File: src/rtl/reg_share_arbiter.sv
// ---------------------------------------------------------------------------
// reg_share_arbiter
//
// Round-robin arbiter and write sequencer for one shared DW-bit register.
// NREQ requesters compete for write access. The winner holds the grant for
// up to HOLD writes, or until it drops its request. The grant then rotates
// to the next requester at or after the one following the previous winner.
// Re-arbitration happens in the same edge as the release, so a busy bus
// has no idle cycles between grants.
//
// Optional build macro:
//   INVERT_STORE_EN - the register stores ~wdata instead of wdata.
//                     The reset value and all timing are unchanged.
//
// Ports:
//   clk      in   rising-edge clock
//   rst      in   asynchronous active-low reset
//   req      in   [NREQ]     level-sensitive request per requester
//   wdata    in   [NREQ*DW]  packed write data, requester i at [i*DW +: DW]
//   gnt      out  [NREQ]     registered one-hot grant (or zero)
//   busy     out             high while in the GRANT state
//   q        out  [DW]       shared register contents
//   q_valid  out             one-cycle pulse after each write
//   owner    out  [clog2]    index of the requester that made the last write
// ---------------------------------------------------------------------------
module reg_share_arbiter #(
    parameter int NREQ = 4,
    parameter int DW   = 8,
    parameter int HOLD = 2
) (
    input  logic                      clk,
    input  logic                      rst,
    input  logic [NREQ-1:0]           req,
    input  logic [NREQ*DW-1:0]        wdata,
    output logic [NREQ-1:0]           gnt,
    output logic                      busy,
    output logic [DW-1:0]             q,
    output logic                      q_valid,
    output logic [$clog2(NREQ)-1:0]   owner
);

    localparam int IW = $clog2(NREQ);
    localparam int CW = $clog2(HOLD + 1);

    typedef enum logic {
        IDLE  = 1'b0,
        GRANT = 1'b1
    } state_t;

    state_t          state_q, state_d;
    logic [IW-1:0]   ptr_q, ptr_d;
    logic [IW-1:0]   widx_q, widx_d;
    logic [CW-1:0]   cnt_q, cnt_d;
    logic [NREQ-1:0] gnt_d;
    logic [DW-1:0]   q_d;
    logic            q_valid_d;
    logic [IW-1:0]   owner_d;
    logic            release_now;
    logic [DW-1:0]   store_data;

    // First set request bit at or after index p, wrapping modulo NREQ.
    // Only called when at least one request bit is set.
    function automatic logic [IW-1:0] pick(input logic [NREQ-1:0] r,
                                           input logic [IW-1:0]   p);
        logic found;
        int   idx;
        pick  = p;
        found = 1'b0;
        for (int k = 0; k < NREQ; k++) begin
            idx = (int'(p) + k) % NREQ;
            if (!found && r[idx]) begin
                pick  = IW'(idx);
                found = 1'b1;
            end
        end
    endfunction

    function automatic logic [NREQ-1:0] onehot(input logic [IW-1:0] i);
        onehot    = '0;
        onehot[i] = 1'b1;
    endfunction

    // Only the current grant holder's data slice is ever routed to the
    // register, so non-granted wdata is never sampled.
`ifdef INVERT_STORE_EN
    assign store_data = ~wdata[widx_q*DW +: DW];
`else
    assign store_data = wdata[widx_q*DW +: DW];
`endif

    assign busy = (state_q == GRANT);

    // Next-state logic: arbitration out of IDLE, write/count/release while
    // granted, and same-edge re-arbitration on release using the advanced
    // rotation pointer.
    always_comb begin
        state_d     = state_q;
        ptr_d       = ptr_q;
        widx_d      = widx_q;
        cnt_d       = cnt_q;
        gnt_d       = gnt;
        q_d         = q;
        q_valid_d   = 1'b0;
        owner_d     = owner;
        release_now = 1'b0;

        case (state_q)
            IDLE: begin
                gnt_d = '0;
                if (|req) begin
                    widx_d  = pick(req, ptr_q);
                    gnt_d   = onehot(widx_d);
                    cnt_d   = '0;
                    state_d = GRANT;
                end
            end

            GRANT: begin
                if (req[widx_q]) begin
                    q_d       = store_data;
                    owner_d   = widx_q;
                    q_valid_d = 1'b1;
                    cnt_d     = cnt_q + CW'(1);
                    if (cnt_q == CW'(HOLD - 1)) begin
                        release_now = 1'b1;
                    end
                end else begin
                    // An idle holder loses the grant after a single cycle.
                    release_now = 1'b1;
                end

                if (release_now) begin
                    ptr_d = (widx_q == IW'(NREQ - 1)) ? '0 : widx_q + IW'(1);
                    if (|req) begin
                        widx_d = pick(req, ptr_d);
                        gnt_d  = onehot(widx_d);
                        cnt_d  = '0;
                    end else begin
                        gnt_d   = '0;
                        state_d = IDLE;
                    end
                end
            end

            default: begin
                gnt_d   = '0;
                state_d = IDLE;
            end
        endcase
    end

    // State and output registers; reset aborts any grant in progress.
    always_ff @(posedge clk or negedge rst) begin
        if (!rst) begin
            state_q <= IDLE;
            ptr_q   <= '0;
            widx_q  <= '0;
            cnt_q   <= '0;
            gnt     <= '0;
            q       <= '0;
            q_valid <= 1'b0;
            owner   <= '0;
        end else begin
            state_q <= state_d;
            ptr_q   <= ptr_d;
            widx_q  <= widx_d;
            cnt_q   <= cnt_d;
            gnt     <= gnt_d;
            q       <= q_d;
            q_valid <= q_valid_d;
            owner   <= owner_d;
        end
    end

endmodule

File: config.mk
export PLATFORM = sky130hd
export DESIGN_NAME = reg_share_arbiter
export DESIGN_NICKNAME = d
export VERILOG_FILES = /design/src/rtl/reg_share_arbiter.sv
export SDC_FILE = /design/constraint.sdc
export NUM_CORES = 1
export LEC_CHECK = 0
export CORE_MARGIN = 2
export CORE_UTILIZATION = 35
export CTS_BUF_LIST = sky130_fd_sc_hd__clkbuf_4
export CTS_CLUSTER_SIZE = 28
export DETAILED_ROUTE_END_ITERATION = 7
export PLACE_DENSITY = 0.77
export SYNTH_ARGS = -nofsm -noshare
export SYNTH_HDL_FRONTEND = slang
export SYNTH_SLANG_ARGS = --single-unit
File: constraint.sdc
create_clock -name clk -period 3.8 [get_ports clk]
set_clock_uncertainty 0.15 [all_clocks]
set_input_delay 0.76 -clock clk [delete_from_list [all_inputs] [get_ports clk]]
set_output_delay 0.76 -clock clk [all_outputs]
set_load 0.1 [all_outputs]
After elaboration in Yosys (flattened, before gate mapping) --
Index checks and enable logic that the tools add are counted.
Word-level totals: output and inout port bits 16, word-level logic and storage cells 148, memory bits (writable) 0, bits in read-only memories 0, bits in registers 22, latch bits 0, bits of input ports 38, memories 0
Cells by class: divide/modulo/power cells 0, reductions and logical operators 24, $mul 0, multiplexer cells 82, shifts and indexed selects 1, bitwise logic cells 7, equal/unequal tests 5, magnitude comparators 13, $add $sub $neg 8
Operators with widths (number):
- $mux W1 | 45
- $mux W2 | 19
- $shiftx A32 B6 Y8 | 1
- $lt A3 B4 Y1 const B | 6
- $bmux W1 S2 | 9
- $lt A2 B3 Y1 const B | 5
- $mux W4 | 3
- $reduce_or A2 Y1 | 6
- $add A2 B1 Y2 const B | 4
- $add A2 B2 Y2 const B | 4
- $logic_and A1 B1 Y1 | 8
- $pmux W2 S2 | 2
- $pmux W4 S2 | 1
- $and A1 B1 Y1 const A | 6
- $logic_not A1 Y1 | 6
- $demux W1 S2 | 2
- $ge A2 B1 Y1 const B | 2
- $ne A2 B1 Y1 const B | 2
- $reduce_and A2 Y1 | 2
- $reduce_or A4 Y1 | 1
- $reduce_and A3 Y1 | 1
- $eq A2 B1 Y1 const B | 1
- $eq A2 B2 Y1 const B | 1
- $ne A2 B2 Y1 const B | 1
- 2 further kinds | 2

Depth between registers and ports, before layout --
word-level depth 33, gate-level depth with buffers 7, mapped depth without buffers 6

Worst setup path before layout --
No wires, ideal clock.
kind input to register, start input req[1], end register widx_q[0], library setup time 0.128 ns, required time 3.522 ns, slack 1.394 ns, cell stages on the path 6, data arrival time 2.129 ns, buffers on the path 1, path through buf_2 -> mux4_2 -> nor2b_2 -> and2_1 -> nor2_2 -> mux2_1
Between the ends: cells in the longest elaborated chain, start to end 27, elaborated cells between the ends (all ways) 79, those cells by class eq/ne: 3; mux: 62; reduce/logical: 14
Ends and longest elaborated chain:
- start, declared | RTL line 33 | input logic [NREQ-1:0] req,
- $bmux W1 S2 | RTL line 71 | if (!found && r[idx]) begin
- $mux W1 (implied by the code) | RTL line 71
- $mux W1 | RTL line 71
- $mux W1 | RTL line 134 | if (|req) begin
- $mux W1 | RTL line 132 | if (release_now) begin
- $mux W1 | RTL line 107 | case (state_q)
- $logic_not A1 Y1 | RTL line 71
- $logic_and A1 B1 Y1 | RTL line 71
- (+11 left out)
- $logic_and A1 B1 Y1 | RTL line 71
- $mux W2 | RTL line 71
- $mux W2 | RTL line 134
- $mux W2 | RTL line 132
- $mux W2 | RTL line 107
- $mux W2 | RTL line 134
- $mux W2 | RTL line 132
- $pmux W2 S2 | RTL line 107
- end signal, assigned | RTL line 166 | widx_q <= widx_d;
- end, declared | RTL line 52 | logic [IW-1:0] widx_q, widx_d;
Parallel ways exist; a longest one is shown, timed or not. The select of a mux whose other input is x is not followed. A chain may end at the register's enable or synchronous reset.

Worst setup path after layout --
start register gnt[0], end output gnt[0]
RTL lines:
- start, declared | RTL line 35 | output logic [NREQ-1:0] gnt,
- start signal, assigned | RTL line 168 | gnt <= gnt_d;
No word-level cell between the ends.

==> metrics.md <==
| Metric | Value |
|---|---|
| Die Area | `roughly 0.0045 sq mm` |
| CTS buffer count | `3` |
| Clk_lat worst skew | `between 300 and 400 ps` |
| Crit path launch type | `register` |
| Worst path max stage delay | `approximately 1100 ps` |
| Clock root cell | `clkbuf_4` |
| Worst path cell trace | `clkdlybuf4s50_1` |
| Share of post-route cells with drive strength above 1 | `0.184` |
| Routability cong. | `between 0.8 and 0.9` |
| CTS tree | `built` |
| Post-route setup TNS | `0 ps` |
| CORE AREA | `0.00372 sq mm` |
| Detail Route Antenna Nets | `0` |
| Status | `completed` |
| FF+latch count, synth | `22` |
| DR vias/cell | `roughly 5.4` |
| Detailed Route WL | `around 3700 um` |
| Tcrit/Tclk final | `0.726` |
| Clock Tree Buf Depth | `2` |
| I/O pin count | `54` |
| Initial antenna violation count | `0` |
| CTS Sinks | `22` |
| Top delay family on crit path | `buffers and inverters` |
| Syn-to-layout area delta | `43.7%` |
| Seq/Total Area, Yosys | `0.399` |
| # rows | `22` |
| Synth Warn # | `0` |
| Critical path endpoint category | `output port` |
| N_diodes | `0` |
| Vias | `approximately 1200` |
| Initial core utilization | `0.372` |
| Post-Syn Nets | `between 150 and 200` |
| CTS clk-pin slew, worst paths | `around 130 ps` |
| Residual DRC | `0` |
| Worst-Margin Slew | `990 ps` |
| Hold Crit Class | `register to register` |
| First-pass GRT wire length | `~5700 um` |
| Gr usage total | `0.175` |
| Max Freq | `about 0.36 GHz` |
| Max_slew headroom | `0.338` |
| Maxcap violations | `0` |
| Total gr overflow | `0` |
| Nets | `between 200 and 250` |
| DR pass1 iterations | `4` |
| Cells after synthesis | `approximately 130` |
| Post-CTS sizing | `0` |
| Final Max Tran Viols | `0` |
| CP Buf/Inv Count | `1` |
| Mapped Area | `~0.0014 sq mm` |
| Crit Path Category | `register to output port` |
| Largest net degree at the start of global routing | `23` |
| RSZ-0062 raised after global routing | `no` |
| Mapped Avg Cell Area | `about 11 sq um` |
| Final setup violation count | `0` |
| CP max-delay cell | `clkdlybuf4s50_1` |
| Critical Path AT | `~1900 ps` |
| Maximum fanout along the worst path | `2` |
| Required time of the critical path | `2890 ps` |
| Die W | `between 60 and 70 um` |
| Initial DRC Count | `85` |
| Vias in the first global route | `around 1200` |
| Min Tclk post-route | `roughly 2800 ps` |
| I/O Buffers | `53` |
| Post-CTS setup buffer count | `0` |
| H-Tree Level Count | `1` |
| HPWL after DPL | `2970 um` |
| Hold Fails Final Rpt | `0` |
| Vert. Die Dim | `~67 um` |
| CTS Hold Buffers Added | `0` |
| Drt wl/cell | `about 17 um` |
| Synth cell types | `38` |
==> state kept, by name, indices dropped and copies added, names as in the netlist <==
name,flops
owner,2
ptr_q,2
q_valid,1
q,8
cnt_q,2
busy,1
widx_q,2
gnt,4
==> cell families after synthesis <==
group,count (synthesis),synth area share
and+or+nand+nor,35,0.134
AOI/OAI and AO/OA,30,0.149
muxes,23,0.260
DFF,22,0.399
buffers and inverters,13,0.0408
adders and majority gates,2,0.0181
==> worst paths after layout <==
kind	cells after the start	slack, ps	endpoint	from
min reg2reg	1	370	q[0]	q[0]
min	1	370	q[0]	q[0]
max reg2reg	6	1190	gnt[1]	widx_q[0]
max	1	1040	gnt[0]	gnt[0]
max in group asynchronous	1	2100	ptr_q[0]	rst
min in group asynchronous	1	810	gnt[2]	rst
==> placed cells by master (no fill, tap or decap), types with 2 or more instances in the layout <==
cell type	instances
o21ai_0	10
nand2_1	11
clkbuf_4	3
clkdlybuf4s50_1	52
mux4_2	9
nor3_1	3
nor2_1	6
mux2_2	11
o32a_1	2
nand4_1	2
ha_1	2
inv_1	5
nor2b_1	2
dfrtp_1	22
o22ai_1	3
a21oi_1	5
mux2_1	2
nand3_1	2
==> cell usage after synthesis, drive strengths merged <==
| cell | instances | area share |
|---|---|---|
| a221o | 1 | 0.0072 |
| a21o | 1 | 0.0054 |
| nand3 | 2 | 0.0072 |
| o2111a | 1 | 0.0082 |
| nor2 | 7 | 0.021 |
| and2 | 1 | 0.0045 |
| a21boi | 1 | 0.0054 |
| a21bo | 1 | 0.0072 |
| nor2b | 3 | 0.015 |
| o21ai | 10 | 0.036 |
| buf | 6 | 0.022 |
| mux2i | 1 | 0.0072 |
| o211ai | 1 | 0.0054 |
| mux4 | 9 | 0.15 |
| a31oi | 1 | 0.0045 |
| a32oi | 1 | 0.0063 |
| o32a | 2 | 0.014 |
| o22ai | 3 | 0.014 |
| nor3 | 3 | 0.011 |
| a21oi | 5 | 0.018 |
| nand4b | 1 | 0.0063 |
| o21a | 1 | 0.0054 |
| clkbuf | 2 | 0.0054 |
| mux2 | 13 | 0.11 |
| a2111oi | 1 | 0.011 |
| and2b | 1 | 0.0072 |
| nor4 | 1 | 0.0091 |
| inv | 5 | 0.014 |
| nand2b | 1 | 0.0045 |
| dfrtp | 22 | 0.40 |
| nand2 | 11 | 0.030 |
| ha | 2 | 0.018 |
| or2 | 2 | 0.0091 |
| nand4 | 2 | 0.0091 |
==> routing by layer <==
layer  GRT usage  vias to the layer above  share of wire
met5           0                        -              0
met4      0.0791                        0          0.019
met3      0.0169                        6          0.023
met2       0.313                       24           0.57
met1       0.212                      587           0.39
li1            -                      573              -
==> per-stage QoR <==
stage | cell area, sq um | utilization | worst slack [ps] | instances | hold slack, ps
6_report | 1980 | 0.534 | 1040 | 222 | 371
2_1_floorplan | 1380 | - | 1390 | 125 | 314
4_1_cts | 1980 | 0.534 | 1030 | 222 | 376
5_1_grt | 1980 | 0.534 | 902 | 222 | 394
3_5_place_dp | 1930 | 0.520 | 769 | 218 | 346
3_3_place_gp | 1930 | 0.520 | 776 | 218 | 338
==> cell type report <==
type                       instances  area [sq um]
clock buffer                       3          22.5
inverter                           5          18.8
clock inverter                     1          30.0
sequential                        22           551
timing repair buffer              53           528
multi-input combinational         90           774
fill                             331          1730
tap                               48          60.1
Power is left out: the tool's default activity adds up to more than one toggle a clock period on the data nets, which glitch-free logic cannot reach.
